### config.mk
export PLATFORM = sky130hd
export DESIGN_NAME = register_read_port
export DESIGN_NICKNAME = d
export VERILOG_FILES = /design/src/rtl/reg_pkg.sv /design/src/rtl/resp_skid_fifo.sv /design/src/rtl/register_read_port.sv
export SDC_FILE = /design/constraint.sdc
export NUM_CORES = 1
export LEC_CHECK = 0
export ABC_AREA = 1
export CAP_MARGIN = 30
export CORE_AREA = 3 3 76 107
export CTS_BUF_LIST = sky130_fd_sc_hd__clkbuf_4 sky130_fd_sc_hd__clkbuf_8
export CTS_CLUSTER_SIZE = 25
export DETAILED_ROUTE_END_ITERATION = 8
export DIE_AREA = 0 0 79 110
export HOLD_SLACK_MARGIN = 0.15
export PLACE_DENSITY = 0.78
export SYNTH_ARGS = -nofsm -noshare
export SYNTH_HDL_FRONTEND = slang
export SYNTH_SLANG_ARGS = --single-unit
### constraint.sdc
create_clock -name clk -period 1.7 [get_ports clk]
set_input_delay 0.255 -clock clk [delete_from_list [all_inputs] [get_ports clk]]
set_output_delay 0.255 -clock clk [all_outputs]
set_load 0.03 [all_outputs]
### src/rtl/reg_pkg.sv
// Shared types and defaults for the register read ports.
// Exports default widths and the response record held by resp_skid_fifo.
package reg_pkg;

    localparam int DATA_WIDTH = 8;
    localparam int ADDR_WIDTH = 4;
    localparam int NUM_REGS   = 8;

    // One read response: snapshotted data plus out-of-range flag.
    typedef struct packed {
        logic [DATA_WIDTH-1:0] data;
        logic                  err;
    } rd_resp_t;

    // Empty response used whenever the buffer has nothing to present.
    localparam rd_resp_t RESP_NONE = '{data: '0, err: 1'b0};

    // Next occupancy of a small FIFO given the qualified push/pop strobes.
    function automatic logic [1:0] next_count(
        input logic [1:0] count,
        input logic       push,
        input logic       pop
    );
        logic [1:0] res;
        res = count;
        unique case ({push, pop})
            2'b10:   res = count + 2'd1;
            2'b01:   res = count - 2'd1;
            default: res = count;
        endcase
        return res;
    endfunction

endpackage

### src/rtl/resp_skid_fifo.sv
// Two-entry FIFO of rd_resp_t, shared by the register read ports.
// Ports: clk_i, rst_i (sync, active high), push_i/push_data_i, pop_i,
//        head_o (zero when empty), count_o (0..2), empty_o.
module resp_skid_fifo
    import reg_pkg::*;
(
    input  logic       clk_i,
    input  logic       rst_i,
    input  logic       push_i,
    input  rd_resp_t   push_data_i,
    input  logic       pop_i,
    output rd_resp_t   head_o,
    output logic [1:0] count_o,
    output logic       empty_o
);

    rd_resp_t   mem_q [2];
    logic       wr_ptr_q;
    logic       rd_ptr_q;
    logic [1:0] count_q;
    logic [1:0] count_d;
    logic       full;
    logic       push_ok;
    logic       pop_ok;

    assign full    = (count_q == 2'd2);
    assign empty_o = (count_q == 2'd0);
    assign count_o = count_q;

    // Strobes are qualified here so a misbehaving caller can never
    // overrun or underrun the pointers.
    assign push_ok = push_i & ~full;
    assign pop_ok  = pop_i & ~empty_o;

    always_comb begin
        count_d = next_count(count_q, push_ok, pop_ok);
    end

    always_ff @(posedge clk_i) begin
        if (rst_i) begin
            mem_q[0] <= RESP_NONE;
            mem_q[1] <= RESP_NONE;
            wr_ptr_q <= 1'b0;
            rd_ptr_q <= 1'b0;
            count_q  <= 2'd0;
        end else begin
            count_q <= count_d;
            if (push_ok) begin
                mem_q[wr_ptr_q] <= push_data_i;
                wr_ptr_q        <= ~wr_ptr_q;
            end
            if (pop_ok) begin
                rd_ptr_q <= ~rd_ptr_q;
            end
        end
    end

    // Head is forced to zero when empty so consumers see clean data.
    always_comb begin
        head_o = RESP_NONE;
        if (!empty_o) begin
            head_o = mem_q[rd_ptr_q];
        end
    end

endmodule

### src/rtl/register_read_port.sv
// Register storage with a buffered valid/ready read port and write bypass.
// Ports: clk, rst, write_enable/write_addr/data_in (write side),
//        rd_req_valid/rd_req_ready/rd_addr (request),
//        rd_resp_valid/rd_resp_ready/rd_data/rd_err (response).
module register_read_port #(
    parameter int DATA_WIDTH = reg_pkg::DATA_WIDTH,
    parameter int NUM_REGS   = reg_pkg::NUM_REGS,
    parameter int ADDR_WIDTH = reg_pkg::ADDR_WIDTH
) (
    input  logic                  clk,
    input  logic                  rst,
    input  logic                  write_enable,
    input  logic [ADDR_WIDTH-1:0] write_addr,
    input  logic [DATA_WIDTH-1:0] data_in,
    input  logic                  rd_req_valid,
    output logic                  rd_req_ready,
    input  logic [ADDR_WIDTH-1:0] rd_addr,
    output logic                  rd_resp_valid,
    input  logic                  rd_resp_ready,
    output logic [DATA_WIDTH-1:0] rd_data,
    output logic                  rd_err
);

    import reg_pkg::rd_resp_t;

    // Register count in address width + 1 so the range check never wraps.
    localparam logic [ADDR_WIDTH:0] NUM_REGS_W = NUM_REGS[ADDR_WIDTH:0];

    logic [DATA_WIDTH-1:0] regs_q [NUM_REGS];
    logic [DATA_WIDTH-1:0] regs_d [NUM_REGS];

    logic                  wr_in_range;
    logic                  rd_in_range;
    logic                  bypass_hit;
    logic [DATA_WIDTH-1:0] rd_reg_data;
    logic                  req_fire;
    logic                  resp_fire;
    rd_resp_t              resp_push;
    rd_resp_t              resp_head;
    logic [1:0]            resp_count;
    logic                  resp_empty;

    assign wr_in_range = ({1'b0, write_addr} < NUM_REGS_W);
    assign rd_in_range = ({1'b0, rd_addr} < NUM_REGS_W);

    // Write decode: an out-of-range address matches no register.
    always_comb begin
        regs_d = regs_q;
        for (int i = 0; i < NUM_REGS; i++) begin
            if (write_enable && (write_addr == ADDR_WIDTH'(i))) begin
                regs_d[i] = data_in;
            end
        end
    end

    always_ff @(posedge clk) begin
        if (rst) begin
            for (int i = 0; i < NUM_REGS; i++) begin
                regs_q[i] <= '0;
            end
        end else begin
            regs_q <= regs_d;
        end
    end

    // Read mux over the stored registers.
    always_comb begin
        rd_reg_data = '0;
        for (int i = 0; i < NUM_REGS; i++) begin
            if (rd_addr == ADDR_WIDTH'(i)) begin
                rd_reg_data = regs_q[i];
            end
        end
    end

    // A write landing on the same edge as the accept wins over the array.
    assign bypass_hit = write_enable & wr_in_range & (write_addr == rd_addr);

    always_comb begin
        resp_push = '0;
        if (!rd_in_range) begin
            resp_push.data = '0;
            resp_push.err  = 1'b1;
        end else if (bypass_hit) begin
            resp_push.data = data_in;
        end else begin
            resp_push.data = rd_reg_data;
        end
    end

    // Ready depends only on buffer occupancy, never on rd_resp_ready.
    assign rd_req_ready  = (resp_count < 2'd2);
    assign rd_resp_valid = ~resp_empty;

    // A request seen during reset is dropped along with the buffer.
    assign req_fire  = rd_req_valid & rd_req_ready & ~rst;
    assign resp_fire = rd_resp_valid & rd_resp_ready;

    resp_skid_fifo u_resp_fifo (
        .clk_i       (clk),
        .rst_i       (rst),
        .push_i      (req_fire),
        .push_data_i (resp_push),
        .pop_i       (resp_fire),
        .head_o      (resp_head),
        .count_o     (resp_count),
        .empty_o     (resp_empty)
    );

    assign rd_data = resp_head.data;
    assign rd_err  = resp_head.err;

endmodule

==> metrics.log, run 1 <==
INFO  metric fillers = 612
INFO  metric holdCritPathClass = flop to flop
INFO  metric grt_first_pass_wirelength = 15.7 mm
INFO  metric gr-usage-all-layers = 23.0%
INFO  metric critPathKind = flop to output port
INFO  metric pin_count_of_the_biggest_net_entering_global_routing = 60
INFO  metric worst_r2r_endpoint = u_resp_fifo.count_o[1]
INFO  metric critical_path.endpoint_type = output port
INFO  metric synth_area_per_cell = 7.53 sq um
INFO  metric synth.yosys.seq_area_share = 49.2%
INFO  metric cts_tree = done
INFO  metric synth-async-reset-ratio = 0%
INFO  metric synth_largest_type_area_fraction = 35.4%
INFO  metric final_net_count = 617
INFO  metric worst_ep_required_time = 1.44 ns
INFO  metric core.rowCount = 37
INFO  metric crit-reg2reg-launch = u_resp_fifo.count_o[1]
INFO  metric yosysTopAreaCell = dfxtp_1
INFO  metric remaining_drc_errors = 0
INFO  metric worst-slew-pin-transition = 0.301 ns
INFO  metric cts.sinks = 87
INFO  metric cts_hold_buffers = 0
INFO  metric fin_cells = 697
INFO  metric max_freq = 0.612 GHz
INFO  metric netlist-cell-type-count = 27
INFO  metric drive_above_1_share = 19.3%
INFO  metric timing.max_slew.rel_slack = 80.0%
INFO  metric crit_path_end = rd_data[0]
INFO  metric globalRouteOverflowTotal = 0
INFO  metric synth-warning-count = 0
INFO  metric final_antenna_net_count = 0
INFO  metric cts_buffers = 9
INFO  metric die-width = 79 microns
INFO  metric dp_hpwl = 7.11 mm
INFO  metric effective_utilization_at_floorplan = 53.4%
INFO  metric tns = 0 ns
INFO  metric fin_util = 68.6%
INFO  metric synth-seq-cells = 87
INFO  metric r2r.worst_path.cells = 10
INFO  metric power = 4660 uW
INFO  metric period_minus_slack = 1.63 ns
INFO  metric clkTransAtPathRegs = 0.09 ns
INFO  metric detail_route.iter0.violations = 308
INFO  metric synthTopCellsByArea = dfxtp_1, edfxtp_1, a21oi_1
INFO  metric floorplan.die_area = 0.00869 sq mm
INFO  metric pin_count = 32
INFO  metric cp_max_fo = 9
INFO  metric layout-area-overhead-vs-synth = 28.3%
INFO  metric pwr_density_cell = 929 mW/mm^2
INFO  metric period_share = 96.1%
INFO  metric syn_area = 0.00391 sq mm
INFO  metric maximum_resistive_drop_on_vdd = 0.653 mV
INFO  metric timing.final.setup_violations = 0
INFO  metric post_route_skew = 0.00764 ns
INFO  metric cts_root_buf = clkbuf_8
INFO  metric total_via_count_in_the_routed_design = 3656
INFO  metric yosys.cell_count.top_type = nand2_1
INFO  metric crit_arrival = 1.38 ns
INFO  metric gp_congestion = 0.870
INFO  metric critical_path.startpoint_type = flop
INFO  metric port_buffers = 31
INFO  metric r2r_slack = 0.16 ns
INFO  metric drt-vias-per-instance = 5.25
INFO  metric syn_nets = 541
INFO  metric hold_slack = 0.459 ns
INFO  metric netlist_instances = 519
INFO  metric detail_route.wl_per_cell = 13.5 microns
INFO  metric synth_enable_flop_cells = 18
INFO  metric clk_path_buf_depth = 2
INFO  metric outcome = completed
INFO  metric later_pin_clock_latency_in_the_skew_report = 0.35 ns
INFO  metric grt_pass1_vias = 3470
INFO  metric grt_setup_unrepaired = false
INFO  metric die-height = 110 microns
INFO  metric dominantRegCellSynth = dfxtp_1
INFO  metric clock_tree.htree_level_count = 3
INFO  metric core_area = 0.00731 sq mm
INFO  metric final-hold-violation-count = 0
INFO  metric n_antenna_cell = 0
INFO  metric grt_antenna_before_repair = 0
INFO  metric max_cap_violations = 0
INFO  metric p_leak = 0.00210 uW
INFO  metric synth_top_cells_by_count = nand2_1, a21oi_1, dfxtp_1
INFO  metric slew_viol_final = 0
INFO  metric wire_length_after_detailed_routing = 9.40 mm
INFO  metric firstDrtPassIters = 4
INFO  metric min_delay_path_depth = 2
INFO  metric numPlacedInstances = 680
routing by layer:
metal  vias to the layer above  GRT usage [%]  share of wire [%]
met1                      1688           26.3                 42
met3                        13           3.50                4.5
met2                        87           43.0                 52
met4                         0           8.35                1.5
li1                       1868              -                  -
met5                         -              0                  0
registers in the layout (all words and copies together), names as in the netlist, named ones only:
name / flops
u_resp_fifo.rd_ptr_q: 1
regs_q: 64
u_resp_fifo.mem_q: 18
u_resp_fifo.wr_ptr_q: 1
u_resp_fifo.count_o: 2
area by class of cell:
class,count,area (sq um),area share (%)
clock buffers,9,124,2.47
clock inverters,7,70.1,1.40
inverters,54,208,4.14
multi-input cells,358,1710,34.1
flip-flops and latches,87,1920,38.3
well taps,97,121,2.42
repair buffers,85,860,17.1
cells in the final DEF, fill, tap and decap left out, types with 2 or more instances in the layout:
| cell | Yosys | routed |
|---|---|---|
| clkdlybuf4s50_1 | 0 | 16 |
| xnor2_1 | 2 | 2 |
| edfxtp_1 | 18 | 18 |
| dfxtp_1 | 69 | 68 |
| or2_1 | 3 | 3 |
| clkbuf_8 | 0 | 9 |
| nor2_1 | 38 | 37 |
| a21oi_1 | 83 | 83 |
| nand4_1 | 7 | 7 |
| nand3_1 | 19 | 19 |
| o21ai_1 | 13 | 15 |
| inv_4 | 0 | 3 |
| o21ai_0 | 53 | 51 |
| clkdlybuf4s18_2 | 0 | 2 |
| dlymetal6s2s_1 | 0 | 3 |
| nor2_2 | 8 | 7 |
| nor3_1 | 5 | 5 |
| clkinv_2 | 0 | 2 |
| inv_1 | 39 | 37 |
| clkinvlp_4 | 0 | 2 |
| nor2_4 | 3 | 5 |
| o22ai_1 | 4 | 3 |
| inv_2 | 13 | 14 |
| buf_4 | 0 | 43 |
| clkdlybuf4s15_2 | 0 | 6 |
| or2_2 | 4 | 4 |
| buf_12 | 0 | 11 |
| nand2_1 | 109 | 108 |
| nand2_2 | 1 | 2 |
| dlygate4sd2_1 | 0 | 3 |
| or2_0 | 3 | 3 |
critical path, cell delays in order (launching register included):
cell	delay [ns]
dfxtp_2	0.37
buf_12	0.13
nand2_1	0.05
a21oi_1	0.16
clkdlybuf4s18_2	0.32
worst min path at each step:
| stage | start | endpoint | slack, ns |
|---|---|---|---|
| 2_1_floorplan | data_in[0] | regs_q[32] | 0.42 |
| 3_3_place_gp | u_resp_fifo.rd_ptr_q | u_resp_fifo.rd_ptr_q | 0.44 |
| 3_5_place_dp | regs_q[63] | regs_q[63] | 0.45 |
| 4_1_cts | regs_q[63] | regs_q[63] | 0.46 |
| 5_1_grt | regs_q[58] | regs_q[58] | 0.48 |
| 6_report | regs_q[63] | regs_q[63] | 0.46 |
repair_timing:
item	in CTS	in global routing
setup buffers	0	1
pin swaps	0	1
resized for setup	36	10
setup endpoints to repair	18	25
through the flow:
stage	cell area (sq um)	setup WS [ns]
final	5010	0.0666
after global routing	5010	0.0146
after CTS	4980	-0.00390
after detailed placement	4780	-0.394
after global placement	4780	-0.406
after floorplan	3910	0.00223
cell families (layout without fill, tap and decap cells):
| logic type | Yosys count | count (layout) | share of synthesized area [%] |
|---|---|---|---|
| AND/OR/NAND/NOR | 201 | 201 | 22.5 |
| AO/OA/AOI/OAI | 153 | 153 | 19.7 |
| flip-flops | 87 | 87 | 49.2 |
| buffers and inverters | 74 | 155 | 7.62 |
| XOR/XNOR | 3 | 3 | 0.673 |
| adder cells (fa/ha/maj) | 1 | 1 | 0.320 |
report_power, final:
part / switching, uW / leakage (uW) / internal (uW) / total [uW]
Clock: 725 / 0.000100 / 681 / 1410
Combinational: 570 / 0.00125 / 431 / 1000
Sequential: 48.2 / 0.000748 / 2200 / 2250
Total: 1340 / 0.00210 / 3320 / 4660
No activity file was read; power rests on OpenSTA's default activity.
==> run 2: changes to the inputs <==
Settings changed: HOLD_SLACK_MARGIN 0.15 to 0.08.
==> results of run 2 <==
The final DEF is identical to that of run 1; final timing and power are the same.
==> run 3: changes to the inputs <==
Settings changed: CORE_AREA 3 3 76 107 to 3 3 78 110, CTS_BUF_LIST sky130_fd_sc_hd__clkbuf_4 sky130_fd_sc_hd__clkbuf_8 to sky130_fd_sc_hd__clkbuf_8, DIE_AREA 0 0 79 110 to 0 0 81 113, SYNTH_HIERARCHICAL set to 1.
==> run 3 against run 2 <==
  * Worst hold slack got worse by 0.15 ns
  * Area after synthesis up 6.8%
  * Die area is 5.3% higher
  * First-iteration DRC count decreased by 19%
  * Wire length rose by 16%
  * Via count up 9.1%
  * Critical path depth shrank 1
==> metrics.log, run 3 <==
INFO  metric gr-usage-all-layers = 25.2%
INFO  metric layout-area-overhead-vs-synth = 23.2%
INFO  metric critPathKind = flop to output port
INFO  metric holdCritPathClass = primary input to flop
INFO  metric netlist_instances = 578
INFO  metric pwr_density_cell = 808 mW/mm^2
INFO  metric syn_area = 0.00417 sq mm
INFO  metric total_via_count_in_the_routed_design = 3988
INFO  metric synth_area_per_cell = 7.22 sq um
INFO  metric final_antenna_net_count = 0
INFO  metric cts_buffers = 9
INFO  metric max_reg_flops = 64
INFO  metric core.rowCount = 38
INFO  metric period_share = 96.3%
INFO  metric synth_top_cells_by_count = nand2_1, nor2_1, dfxtp_1
INFO  metric hold_slack = 0.304 ns
INFO  metric yosys.cell_count.top_type = nand2_1
INFO  metric effective_utilization_at_floorplan = 54.2%
INFO  metric grt_first_pass_wirelength = 17.5 mm
INFO  metric port_buffers = 31
INFO  metric remaining_drc_errors = 0
INFO  metric outcome = completed
INFO  metric cts_tree = done
INFO  metric n_antenna_cell = 0
INFO  metric synth-seq-cells = 87
INFO  metric globalRouteOverflowTotal = 0
INFO  metric p_leak = 0.00208 uW
INFO  metric period_minus_slack = 1.64 ns
INFO  metric post_cts.repair.setup_buffers = 0
INFO  metric r2r_slack = 0.17 ns
INFO  metric netlist-cell-type-count = 28
INFO  metric fin_util = 66.7%
INFO  metric cts_hold_buffers = 0
INFO  metric synth-async-reset-ratio = 0%
INFO  metric synthTopCellsByArea = dfxtp_1, nand2_1, edfxtp_1
INFO  metric crit_path_end = rd_resp_valid
INFO  metric crit-reg2reg-launch = u_resp_fifo/count_o[1]
INFO  metric finish.instance_area = 0.00514 sq mm
INFO  metric crit_arrival = 1.38 ns
INFO  metric clkTransAtPathRegs = 0.08 ns
INFO  metric max_cap_violations = 0
INFO  metric r2r.worst_path.cells = 11
INFO  metric cts_root_buf = clkbuf_8
INFO  metric gp_congestion = 0.932
INFO  metric pin_count = 32
INFO  metric floorplan.die_area = 0.00915 sq mm
INFO  metric synth_largest_type_area_fraction = 33.1%
INFO  metric worst_r2r_endpoint = u_resp_fifo/count_o[1]
INFO  metric final-hold-violation-count = 0
INFO  metric synth.yosys.seq_area_share = 46.1%
INFO  metric timing.critical_path.cells = nor2_4, inv_1, dlygate4sd2_1
INFO  metric dp_hpwl = 8.27 mm
INFO  metric synthMuxAreaShare = 0%
INFO  metric later_pin_clock_latency_in_the_skew_report = 0.37 ns
INFO  metric max_freq = 0.611 GHz
INFO  metric post_synth_fa_ha_maj_area_fraction = 0.300%
INFO  metric die-height = 113 microns
INFO  metric critical_path.max_stage_delay = 0.35 ns
INFO  metric synth_compound_gate_area_share = 9.66%
INFO  metric main_combinational_cell_family_by_area_after_synthesis = simple AND/OR/NAND/NOR gates
INFO  metric grt_antenna_before_repair = 0
INFO  metric final_common_cell = nand2_1
INFO  metric timing.max_slew.rel_slack = 56.7%
INFO  metric synth_simple_gate_area_share = 36.4%
INFO  metric synth_enable_flop_cells = 18
INFO  metric dominantRegCellSynth = dfxtp_1
INFO  metric critical_path.startpoint_type = flop
INFO  metric crit_start = u_resp_fifo/count_o[1]
INFO  metric yosysTopAreaCell = dfxtp_1
INFO  metric syn_nets = 600
INFO  metric clock_tree.htree_level_count = 3
INFO  metric clk_path_buf_depth = 2
INFO  metric crit_slowest_cell = dlygate4sd2_1
INFO  metric synth_xor_area_share = 0.210%
INFO  metric slew_viol_final = 0
INFO  metric critical_path.endpoint_type = output port
INFO  metric firstDrtPassIters = 6
INFO  metric layout.cells.most_common_list = nand2_1, dfxtp_1, nor2_1
INFO  metric fin_cells = 756
INFO  metric worst-slew-pin-transition = 0.649 ns
INFO  metric cp_max_fo = 12
INFO  metric power = 4150 uW
INFO  metric synth-warning-count = 6
INFO  metric grt_pass1_vias = 3752
INFO  metric final_net_count = 673
INFO  metric core_area = 0.00770 sq mm
INFO  metric die-width = 81 microns
INFO  metric grt_setup_unrepaired = false
INFO  metric maximum_resistive_drop_on_vdd = 0.506 mV
INFO  metric drt-vias-per-instance = 5.28
INFO  metric wire_length_after_detailed_routing = 10.9 mm
INFO  metric detail_route.wl_per_cell = 14.4 microns
INFO  metric pin_count_of_the_biggest_net_entering_global_routing = 65
INFO  metric register_ranked_first_by_flip_flop_count = regs_q
INFO  metric worst_ep_required_time = 1.44 ns
INFO  metric post_route_skew = 0.0104 ns
INFO  metric cts.sinks = 87
INFO  metric numPlacedInstances = 740
INFO  metric drive_above_1_share = 19.2%
INFO  metric placement.cell_area = 0.00496 sq mm
INFO  metric timing.final.setup_violations = 0
INFO  metric detail_route.iter0.violations = 248
-- run 3: timing repair --
action,4_1_cts,5_1_grt
endpoints found under the setup margin,29,22
pin swaps,0,1
gates resized for setup,44,11
-- run 3: layer usage --
metal / track usage [%] / share of wire (%) / vias to the layer above
met4: 11.2 / 3.2 / 0
met5: 0 / 0 / -
met1: 26.7 / 37 / 1807
li1: - / - / 2012
met3: 4.78 / 5.0 / 31
met2: 46.7 / 54 / 138
-- run 3: cells by family after synthesis --
family / after synthesis
compound gates: 76
xor+xnor: 1
fa+ha+maj: 1
buf+inv: 72
flops: 87
simple gates: 341
-- run 3: report_power, final --
part,switching (uW),total [uW],internal [uW]
clock,705,1450,747
sequential,24.6,2180,2150
combinational,326,522,196
-- run 3: worst max-delay path, delay by kind of cell (launching register included) --
family                 cells  cell delay (ns)
AND/OR/NAND/NOR            1             0.27
flip-flops                 1             0.34
buffers and inverters      2             0.41
-- run 3: layout make-up --
type	count	area, sq um
inverter	47	179
multi-input combinational	419	1970
clock inverter	5	48.8
fill	681	2560
clock buffer	11	151
sequential	87	1920
tap	100	125
timing repair buffer	87	748
-- run 3: stage by stage --
stage | worst slack (ns) | setup TNS, ns
floorplan | 0.0447 | 0
global placement | -0.391 | -10.89
detailed placement | -0.445 | -13.90
CTS | 0.000446 | 0
global route | 0.00496 | 0
finish | 0.0626 | 0
-- run 3: how the worst min path moves through the flow --
stage | end | from | cells past startpoint | slack (ns)
after detailed placement | regs_q[58] | regs_q[58] | 2 | 0.45
after floorplan | regs_q[40] | regs_q[40] | 2 | 0.44
after global routing | u_resp_fifo/wr_ptr_q | rst | 5 | 0.33
after global placement | regs_q[58] | regs_q[58] | 2 | 0.45
final | u_resp_fifo/wr_ptr_q | rst | 5 | 0.30
after CTS | u_resp_fifo/wr_ptr_q | rst | 5 | 0.32
